**src/rtl/core_bus_pkg.sv**
```systemverilog
// Shared types for the core bus arbiter: requester index,
// selection FSM states and the requester-count ceiling.
package core_bus_pkg;

   localparam int MAX_REQ = 8;

   // Wide enough for the largest legal requester count, so a single
   // type serves every arbiter configuration and its ID FIFO.
   typedef logic [$clog2(MAX_REQ)-1:0] req_idx_t;

   typedef enum logic {
      IDLE,
      LOCKED
   } arb_state_e;

endpackage

```
**src/rtl/core_bus_if.sv**
```systemverilog
// Core-side data port bundle (req/gnt/rvalid protocol).
// master: drives req + payload; slave: returns gnt, rvalid, rdata.
interface core_bus_if #(
   parameter int ADDR_WIDTH = 32
) ();

   logic                  req;
   logic                  gnt;
   logic                  rvalid;
   logic [ADDR_WIDTH-1:0] addr;
   logic                  we;
   logic [3:0]            be;
   logic [31:0]           wdata;
   logic [31:0]           rdata;

   modport master (
      output req, addr, we, be, wdata,
      input  gnt, rvalid, rdata
   );

   modport slave (
      input  req, addr, we, be, wdata,
      output gnt, rvalid, rdata
   );

endinterface

```
**src/rtl/core_bus_id_fifo.sv**
```systemverilog
// In-order FIFO of requester IDs for granted transactions.
// Ports: push/data_in write, pop retires head, full/empty status.
module core_bus_id_fifo
   import core_bus_pkg::*;
#(
   parameter int DEPTH = 2
) (
   input  logic     clk_i,
   input  logic     rst_ni,
   input  logic     push,
   input  logic     pop,
   input  req_idx_t data_in,
   output req_idx_t head,
   output logic     full,
   output logic     empty
);

   localparam int PW = (DEPTH > 1) ? $clog2(DEPTH) : 1;
   localparam int CW = $clog2(DEPTH + 1);

   req_idx_t      r_mem [DEPTH];
   logic [PW-1:0] r_wr;
   logic [PW-1:0] r_rd;
   logic [CW-1:0] r_cnt;
   logic          w_push;
   logic          w_pop;

   function automatic logic [PW-1:0] f_inc(input logic [PW-1:0] p);
      return (p == PW'(DEPTH - 1)) ? '0 : p + PW'(1);
   endfunction

   assign full   = (r_cnt == CW'(DEPTH));
   assign empty  = (r_cnt == '0);
   assign w_push = push && !full;
   assign w_pop  = pop && !empty;
   assign head   = r_mem[r_rd];

   always_ff @(posedge clk_i or negedge rst_ni) begin
      if (!rst_ni) begin
         r_wr  <= '0;
         r_rd  <= '0;
         r_cnt <= '0;
      end else begin
         if (w_push) r_wr <= f_inc(r_wr);
         if (w_pop)  r_rd <= f_inc(r_rd);
         r_cnt <= r_cnt + CW'(w_push) - CW'(w_pop);
      end
   end

   always_ff @(posedge clk_i) begin
      if (w_push) r_mem[r_wr] <= data_in;
   end

endmodule

```
**src/rtl/core_bus_arbiter.sv**
```systemverilog
// Round-robin arbiter sharing one core data port among NUM_REQ requesters.
// Ports: req/addr/we/be/wdata_i in, gnt/rvalid/rdata_o out, m_bus downstream, err_o sticky.
module core_bus_arbiter
   import core_bus_pkg::*;
#(
   parameter int NUM_REQ         = 2,
   parameter int ADDR_WIDTH      = 32,
   parameter int MAX_OUTSTANDING = 2
) (
   input  logic                                clk_i,
   input  logic                                rst_ni,
   input  logic [NUM_REQ-1:0]                  req_i,
   input  logic [NUM_REQ-1:0][ADDR_WIDTH-1:0]  addr_i,
   input  logic [NUM_REQ-1:0]                  we_i,
   input  logic [NUM_REQ-1:0][3:0]             be_i,
   input  logic [NUM_REQ-1:0][31:0]            wdata_i,
   output logic [NUM_REQ-1:0]                  gnt_o,
   output logic [NUM_REQ-1:0]                  rvalid_o,
   output logic [31:0]                         rdata_o,
   output logic                                err_o,
   core_bus_if.master                          m_bus
);

   localparam int IW = $bits(req_idx_t);
   localparam int SW = IW + 1;

   arb_state_e           r_state;
   req_idx_t             r_prio;
   req_idx_t             r_lock;
   logic                 r_err;

   logic [2*NUM_REQ-1:0] w_dbl;
   logic [NUM_REQ-1:0]   w_rot;
   req_idx_t             w_ofs;
   logic [SW-1:0]        w_sum;
   req_idx_t             w_srch;
   req_idx_t             w_sel;
   req_idx_t             w_next;
   req_idx_t             w_head;
   logic                 w_full;
   logic                 w_empty;
   logic                 w_mreq;
   logic                 w_push;
   logic                 w_pop;

   // Rotate so prio_q sits at bit 0, find the first set bit,
   // then rotate the offset back into requester numbering.
   always_comb begin
      w_dbl = {req_i, req_i} >> r_prio;
      w_rot = w_dbl[NUM_REQ-1:0];
      w_ofs = '0;
      for (int i = NUM_REQ - 1; i >= 0; i--) begin
         if (w_rot[i]) w_ofs = req_idx_t'(i);
      end
      w_sum = {1'b0, r_prio} + {1'b0, w_ofs};
      if (w_sum >= SW'(NUM_REQ)) w_sum = w_sum - SW'(NUM_REQ);
      w_srch = w_sum[IW-1:0];
   end

   // A locked selection is never re-arbitrated: the bridge may
   // already hold part of this payload.
   assign w_sel   = (r_state == LOCKED) ? r_lock : w_srch;
   assign w_next  = (w_sel == req_idx_t'(NUM_REQ - 1)) ? '0 : w_sel + req_idx_t'(1);
   assign w_mreq  = (r_state == LOCKED) || ((|req_i) && !w_full);
   assign w_push  = w_mreq && m_bus.gnt;
   assign w_pop   = m_bus.rvalid && !w_empty;
   assign m_bus.req = w_mreq;
   assign rdata_o = m_bus.rdata;
   assign err_o   = r_err;

   always_comb begin
      m_bus.addr  = addr_i[0];
      m_bus.we    = we_i[0];
      m_bus.be    = be_i[0];
      m_bus.wdata = wdata_i[0];
      gnt_o       = '0;
      rvalid_o    = '0;
      for (int i = 0; i < NUM_REQ; i++) begin
         if (w_sel == req_idx_t'(i)) begin
            m_bus.addr  = addr_i[i];
            m_bus.we    = we_i[i];
            m_bus.be    = be_i[i];
            m_bus.wdata = wdata_i[i];
            gnt_o[i]    = w_push;
         end
         if (w_head == req_idx_t'(i)) rvalid_o[i] = w_pop;
      end
   end

   always_ff @(posedge clk_i or negedge rst_ni) begin
      if (!rst_ni) begin
         r_state <= IDLE;
         r_prio  <= '0;
         r_lock  <= '0;
         r_err   <= 1'b0;
      end else begin
         if (m_bus.rvalid && w_empty) r_err <= 1'b1;
         if (w_push) r_prio <= w_next;
         unique case (r_state)
            IDLE: begin
               if (w_mreq && !m_bus.gnt) begin
                  r_lock  <= w_sel;
                  r_state <= LOCKED;
               end
            end
            LOCKED: begin
               if (m_bus.gnt) r_state <= IDLE;
            end
            default: r_state <= IDLE;
         endcase
      end
   end

   core_bus_id_fifo #(
      .DEPTH (MAX_OUTSTANDING)
   ) u_id_fifo (
      .clk_i   (clk_i),
      .rst_ni  (rst_ni),
      .push    (w_push),
      .pop     (w_pop),
      .data_in (w_sel),
      .head    (w_head),
      .full    (w_full),
      .empty   (w_empty)
   );

endmodule
```
**src/flat_wrapper.sv**
```systemverilog
// flat-port wrapper written by rule: the top's interface ports become plain ports
module core_bus_arbiter_flat import core_bus_pkg::*;
#(
   parameter int NUM_REQ         = 2,
   parameter int ADDR_WIDTH      = 32,
   parameter int MAX_OUTSTANDING = 2
)
  (clk_i, rst_ni, req_i, addr_i, we_i, be_i, wdata_i, gnt_o, rvalid_o, rdata_o, err_o, m_bus_req, m_bus_addr, m_bus_we, m_bus_be, m_bus_wdata, m_bus_gnt, m_bus_rvalid, m_bus_rdata);
  core_bus_if #(.ADDR_WIDTH(ADDR_WIDTH)) m_bus_i ();
  input  logic clk_i;
  input  logic rst_ni;
  input  logic [NUM_REQ-1:0] req_i;
  input  logic [NUM_REQ-1:0][ADDR_WIDTH-1:0] addr_i;
  input  logic [NUM_REQ-1:0] we_i;
  input  logic [NUM_REQ-1:0][3:0] be_i;
  input  logic [NUM_REQ-1:0][31:0] wdata_i;
  output logic [NUM_REQ-1:0] gnt_o;
  output logic [NUM_REQ-1:0] rvalid_o;
  output logic [31:0] rdata_o;
  output logic err_o;
  output wire logic [$bits(m_bus_i.req)-1:0] m_bus_req;
  output wire logic [$bits(m_bus_i.addr)-1:0] m_bus_addr;
  output wire logic [$bits(m_bus_i.we)-1:0] m_bus_we;
  output wire logic [$bits(m_bus_i.be)-1:0] m_bus_be;
  output wire logic [$bits(m_bus_i.wdata)-1:0] m_bus_wdata;
  input wire logic [$bits(m_bus_i.gnt)-1:0] m_bus_gnt;
  input wire logic [$bits(m_bus_i.rvalid)-1:0] m_bus_rvalid;
  input wire logic [$bits(m_bus_i.rdata)-1:0] m_bus_rdata;
  assign m_bus_req = m_bus_i.req;
  assign m_bus_addr = m_bus_i.addr;
  assign m_bus_we = m_bus_i.we;
  assign m_bus_be = m_bus_i.be;
  assign m_bus_wdata = m_bus_i.wdata;
  assign m_bus_i.gnt = m_bus_gnt;
  assign m_bus_i.rvalid = m_bus_rvalid;
  assign m_bus_i.rdata = m_bus_rdata;
  core_bus_arbiter #(.NUM_REQ(NUM_REQ), .ADDR_WIDTH(ADDR_WIDTH), .MAX_OUTSTANDING(MAX_OUTSTANDING)) u_core (.clk_i(clk_i), .rst_ni(rst_ni), .req_i(req_i), .addr_i(addr_i), .we_i(we_i), .be_i(be_i), .wdata_i(wdata_i), .gnt_o(gnt_o), .rvalid_o(rvalid_o), .rdata_o(rdata_o), .err_o(err_o), .m_bus(m_bus_i));
endmodule
```
**config.mk**
```make
export PLATFORM = sky130hd
export DESIGN_NAME = core_bus_arbiter_flat
export DESIGN_NICKNAME = d
export VERILOG_FILES = /design/src/rtl/core_bus_pkg.sv /design/src/rtl/core_bus_if.sv /design/src/rtl/core_bus_id_fifo.sv /design/src/rtl/core_bus_arbiter.sv /design/src/flat_wrapper.sv
export SDC_FILE = /design/constraint.sdc
export NUM_CORES = 1
export LEC_CHECK = 0
export CORE_AREA = 2 2 110 112
export DETAILED_ROUTE_END_ITERATION = 7
export DIE_AREA = 0 0 112 114
export GPL_ROUTABILITY_DRIVEN = 0
export MAX_ROUTING_LAYER = met4
export PLACE_DENSITY = 0.65
export SLEW_MARGIN = 10
export SYNTH_ARGS = -nofsm -noshare
export SYNTH_HDL_FRONTEND = slang
export SYNTH_SLANG_ARGS = --single-unit
```
**constraint.sdc**
```tcl
create_clock -name clk_i -period 8.35 [get_ports clk_i]
set_input_delay 1.67 -clock clk_i [delete_from_list [all_inputs] [get_ports clk_i]]
set_output_delay 1.67 -clock clk_i [all_outputs]
set_load 0.05 [all_outputs]
```
# Word level (Yosys, flattened, before mapping)
# Memories as Yosys holds them, arrays and structs flattened.
# Index checks and enable logic that the tools add are counted.
[totals]
regBits = 12
ram_bits = 6
mem_count = 1
out_inout_bits = 107
[op_classes]
n_shift = 1
n_mux = 20
magnitude_cmp = 1
n_eq_ne = 3
n_bitwise = 1
add_sub_neg = 7
reduce_logical = 16
[memory_table]
columns = ["memory", "words", "width", "read_ports", "rd_clocked_by_memory_dff", "write_ports", "line_no", "source"]
rows = [
  ["u_core.u_id_fifo.r_mem", 2, 3, 1, 0, 1, "core_bus_id_fifo.sv:21", "req_idx_t r_mem [DEPTH];"],
]
[op_table]
columns = ["operator", "n"]
rows = [
  ["$mux W32", 2],
  ["$mux W1", 12],
  ["$mux W3", 4],
  ["$logic_and A1 B1 Y1", 7],
  ["$eq A3 B1 Y1 const B", 2],
  ["$logic_not A3 Y1", 2],
  ["$add A3 B3 Y4", 1],
  ["$ge A4 B2 Y1 const B", 1],
  ["$mux W4", 1],
  ["$shr A4 B3 Y2", 1],
  ["$add A3 B1 Y3 const B", 1],
  ["$logic_not A1 Y1", 3],
  ["$sub A3 B2 Y3 const B", 1],
  ["$add A1 B1 Y1 const B", 2],
  ["$add A2 B1 Y2", 1],
  ["$eq A2 B2 Y1 const B", 1],
  ["$logic_not A2 Y1", 1],
  ["$pmux W1 S2", 1],
  ["$reduce_and A2 Y1", 1],
  ["$reduce_or A2 Y1", 1],
  ["$sub A2 B1 Y2", 1],
  ["$logic_or A1 B1 Y1", 1],
  ["$not A1 Y1", 1],
]

# Depth between registers and ports, before layout
[depth]
ltp_word = 9
ltp_mapped = 12
mapped_depth_nobuf = 10

# Cells and area by module
# A second synthesis with hierarchy kept.
[hier_totals]
hier_cells = 199
hier_area_um2 = 2224.6
[modules_own_cells]
columns = ["module", "area_each_um2", "n_inst", "cells_each"]
rows = [
  ["core_bus_arbiter", 1800.5, 1, 170],
  ["core_bus_id_fifo", 424.2, 1, 29],
]

# Least setup slack after synthesis
# No wires, ideal clock.
[synth_path]
kind = "input port to output port"
startpoint = "input port req_i[1]"
endpoint = "output port gnt_o[0]"
path_stages = 9
arrival_ns = 4.543
required_ns = 6.680
n_path_buf = 0
slack_ns = 2.137
cell_sequence = "nor2_1 > nand3_1 > a21oi_1 > ha_1 > ha_1 > a21boi_1 > a2111oi_4 > or2_2 > nor4_1"
[synth_via]
elab_chain_len = 9
elab_cells_between_ends = 14
classes_between = "add/sub: 2; order compare: 1; shift: 1; mux: 5; reduce/logical: 5"
[synth_rtl]
columns = ["element", "line_no", "source"]
rows = [
  ["start: declaration", "flat_wrapper.sv:12", "input logic [NUM_REQ-1:0] req_i;"],
  ["$shr A4 B3 Y2 *", "core_bus_arbiter.sv:49", "w_dbl = {req_i, req_i} >> r_prio;"],
  ["$mux W1", "core_bus_arbiter.sv:53", "if (w_rot[i]) w_ofs = req_idx_t'(i);"],
  ["$mux W3 *", "core_bus_arbiter.sv:53", ""],
  ["$add A3 B3 Y4 *", "core_bus_arbiter.sv:55", "w_sum = {1'b0, r_prio} + {1'b0, w_ofs};"],
  ["$ge A4 B2 Y1 or $sub A3 B2 Y3 (tied branches)", "core_bus_arbiter.sv:56", "if (w_sum >= SW'(NUM_REQ)) w_sum = w_sum - SW'(NUM_REQ);"],
  ["$mux W3 *", "core_bus_arbiter.sv:56", ""],
  ["$mux W3 *", "core_bus_arbiter.sv:62", "assign w_sel = (r_state == LOCKED) ? r_lock : w_srch;"],
  ["named net u_core.u_id_fifo.data_in[1]", "core_bus_id_fifo.sv:12", "input req_idx_t data_in,"],
  ["$logic_not A3 Y1 *", "core_bus_arbiter.sv:79", "if (w_sel == req_idx_t'(i)) begin"],
  ["$mux W1 *", "core_bus_arbiter.sv:79", ""],
  ["end: declaration", "flat_wrapper.sv:17", "output logic [NUM_REQ-1:0] gnt_o;"],
]
# The timed path passes the listed nets; every way through them passes the cells marked *.

# Worst setup path in the final report
[layout_path]
startpoint = "input port req_i[1]"
endpoint = "output port m_bus_addr[6]"
[layout_via]
elab_chain_len = 9
elab_cells_between_ends = 10
classes_between = "add/sub: 2; order compare: 1; eq/ne: 1; shift: 1; mux: 5"
[layout_rtl]
columns = ["element", "line_no", "source"]
rows = [
  ["$shr A4 B3 Y2 *", "core_bus_arbiter.sv:49", ""],
  ["$mux W1", "core_bus_arbiter.sv:53", ""],
  ["$mux W3 *", "core_bus_arbiter.sv:53", ""],
  ["$add A3 B3 Y4 *", "core_bus_arbiter.sv:55", ""],
  ["$ge A4 B2 Y1 or $sub A3 B2 Y3 (tied branches)", "core_bus_arbiter.sv:56", ""],
  ["$mux W3 *", "core_bus_arbiter.sv:56", ""],
  ["$mux W3 *", "core_bus_arbiter.sv:62", ""],
  ["$eq A3 B1 Y1 *", "core_bus_arbiter.sv:79", ""],
  ["$mux W32 *", "core_bus_arbiter.sv:79", ""],
  ["end: declaration", "flat_wrapper.sv:22", "output wire logic [$bits(m_bus_i.addr)-1:0] m_bus_addr;"],
]
# Mark *: on every way between the ends. The rest lies on a longest branch, timed or not.

==> impl_results.md <==
- Fin. max-slew vios: 0
- Worst vdd ir: between 0.0002 and 0.0003 V
- Min-delay worst type: flop to flop
- Critical Path Sink: m_bus_addr[6]
- Detailed Routing Iterations Pass 1: 4
- Routed met2 length: between 4 and 5 mm
- Most common cell after layout, fill and taps aside: clkdlybuf4s50_1
- Average size of a mapped cell: between 10 and 15 um2
- Worst Path Required: roughly 6700 ps
- Seq cells post-synth: 18
- Vias in the first global route: roughly 2,200
- Cell area after synthesis: approximately 0.0020 mm2
- DR WL/cell: ~17 um
- Chip Height: around 110 um
- Post-Syn Nets: 375
- Max_cap viols: 0
- Worst Path Arrival: 5420 ps
- Crit path launch type: input pin
- Setup crit start: req_i[1]
- Grt total ovfl: 0
- Setup_tns: 0 ps
- Worst Tran Pin Value: approximately 590 ps
- Top Ports: 283
- Antenna-violating nets left: 0
- Initial core utilization: between 10% and 20%
- Util after Layout: 36.0%
- Met1 Routed Length: about 3.7 mm
- Min Tclk post-route: between 7000 and 8000 ps
- Status: finished clean
- Met3 wire length: 702 um
- Root buffer cell: clkbuf_16
- DR vias: roughly 2,200
- Pwr/cell area: about 400 mW/mm2
- Clk slew on worst S/H paths: 50 ps
- Hpwl dp: approximately 8 mm
- IO Port Bufs: 218
- Final Hold Viols: 0
- RSZ-0062 raised after global routing: false
- Top routing layer used: met4
- R2R depth: 10
- Worst Path Max Fanout: 42
- Global-route wire length before repair: between 10 and 15 mm
- Post-synthesis sequential area ratio: about a quarter
- Die width: between 100 and 150 um
- Total Power: approximately 1.7 mW
- Clock Latency Late Sink: between 200 and 300 ps
- GRT Util Overall: between 10% and 20%
- Core area: about 0.012 mm2
- Area Growth Syn to Fin: 107%
- R2r startpoint: u_core.r_prio[1]
- Yosys warnings: 0
- CTS tree: done
- LEAKAGE: roughly 1.6 nW
- Reg2reg end: u_core.r_prio[2]
- Clk buf depth: 2
- Post_cts resized: 0
- Mapped Cells: 195
- ANT cells: 0
- Register-to-register setup slack: just under 6000 ps
- Largest net degree at the start of global routing: 43
- Antenna violations before repair: 0
- CTS Sinks: 18
- Worst Skew: about 2.9 ps
- Layout cells sized above 1: about a fifth
- Critical Path End Type: primary output
- Hold-fix buffers, CTS: 0
- Row count: 40
- Slew HR: between 60% and 70%
- H-tree depth: 1
- Max Freq: roughly 140 MHz
- Postcts setup bufs: 0
- Final setup violation count: 0
- Netlist cell types: 36
- Fin crit share: between 80 and 90%
- Nets: approximately 560
- Vias/cell: 4.12
- DRC: 0
- Crit path kind: input pin to primary output
- Die area: between 0.01 and 0.015 mm2
- Initial DRC count: 63
- Detailed-route wire length: roughly 9.0 mm
- TritonCTS buffer count: 3
- Most frequent cells in the layout: clkdlybuf4s50_1 (218), mux2_2 (59), dfrtp_1 (12)
[power breakdown]
| part | leakage, nW | internal, mW | switching (mW) |
|---|---|---|---|
| Combinational | 1.34 | 0.577 | 0.856 |
| Sequential | 0.197 | 0.133 | 0.0286 |
| Clock | 0.0385 | 0.0636 | 0.0316 |
| Total | 1.58 | 0.774 | 0.916 |
[worst min path at each step]
stage	cells after the start	slack [ps]	from	to
final	1	470	u_core.err_o	u_core.err_o
after global routing	1	500	u_core.err_o	u_core.err_o
after CTS	1	490	u_core.u_id_fifo.r_wr	u_core.u_id_fifo.r_wr
after detailed placement	1	480	u_core.err_o	u_core.err_o
after global placement	1	440	u_core.err_o	u_core.err_o
after floorplan	1	460	u_core.u_id_fifo.r_wr	u_core.u_id_fifo.r_wr
[layer usage]
metal	vias up	GRT usage, %
met5	-	-
li1	1032	-
met1	986	16.5
met3	9	3.29
met2	146	23.3
met4	0	1.79
[kinds of logic (layout without fill, tap and decap cells)]
kind of cell | after synthesis | after routing | share of synthesized area (%)
flip-flops | 18 | 18 | 23.6
AO/OA/AOI/OAI | 19 | 19 | 6.65
adder cells (fa/ha/maj) | 4 | 4 | 2.46
buffers and inverters | 43 | 228 | 14.9
XOR/XNOR | 5 | 5 | 2.16
multiplexers | 71 | 71 | 41.1
AND/OR/NAND/NOR | 35 | 35 | 9.11
[per-stage QoR]
| stage | std cells | cell area, um2 | worst slack (ps) | hold WS [ps] |
|---|---|---|---|---|
| 3_3_place_gp | 523 | 4130 | 1360 | 444 |
| 3_5_place_dp | 523 | 4130 | 1290 | 475 |
| 6_report | 527 | 4210 | 1260 | 474 |
| 2_1_floorplan | 195 | 2030 | 2140 | 460 |
| 4_1_cts | 527 | 4210 | 1270 | 490 |
| 5_1_grt | 527 | 4210 | 1020 | 505 |
[synthesized netlist by cell type]
cell / number / area (um2)
a21boi_1: 1 / 7.51
buf_4: 32 / 240
nor2b_1: 4 / 25.0
o21ai_1: 1 / 5.00
nand3_1: 1 / 5.00
nor3_1: 2 / 10.0
dfrtp_1: 12 / 300
edfxtp_1: 6 / 180
mux2i_1: 2 / 20.0
nor2_1: 9 / 33.8
o21ba_2: 1 / 10.0
mux2_4: 10 / 150
inv_1: 4 / 15.0
nand3b_1: 1 / 7.51
buf_2: 5 / 25.0
a21oi_1: 6 / 30.0
nand2b_1: 1 / 6.26
o21a_1: 1 / 7.51
o211ai_1: 1 / 7.51
and3_1: 1 / 6.26
o21ai_0: 5 / 25.0
buf_6: 2 / 22.5
and2_1: 2 / 12.5
a21o_1: 1 / 7.51
a2111oi_4: 1 / 27.5
xnor2_1: 3 / 26.3
nor3b_1: 1 / 7.51
nor3_2: 1 / 10.0
a22oi_1: 1 / 7.51
nor4_1: 2 / 12.5
or2_2: 2 / 12.5
and4b_1: 1 / 10.0
ha_1: 4 / 50.1
nand2_1: 7 / 26.3
xor2_1: 2 / 17.5
mux2_2: 59 / 664
[critical path: stages]
cell and delay, ps:
clkdlybuf4s50_1 510, nor2_1 50, nand3_1 80, a21oi_1 60
ha_1 220, ha_1 370, and4b_1 210, o21ai_1 220
a22oi_1 160, nor3_4 160, buf_4 510, mux2_2 460
clkdlybuf4s50_1 710
[flip-flops by register name, summed over array words and instances, names as in the netlist]
signal	count
u_core.err_o	1
u_core.r_state	1
u_core.u_id_fifo.r_wr	1
u_core.r_prio	3
u_core.u_id_fifo.r_mem	6
u_core.r_lock	3
u_core.u_id_fifo.r_rd	1
u_core.u_id_fifo.r_cnt	2
[area by class of cell]
type | count | area (um2)
Timing Repair Buffer | 220 | 2200
Clock inverter | 1 | 3.75
Multi-Input combinational cell | 134 | 1250
Tap cell | 147 | 184
Fill cell | 1197 | 7500
Sequential cell | 18 | 480
Inverter | 4 | 15.0
Clock buffer | 3 | 75.1
Note: power is estimated with default switching activity, not from simulation.
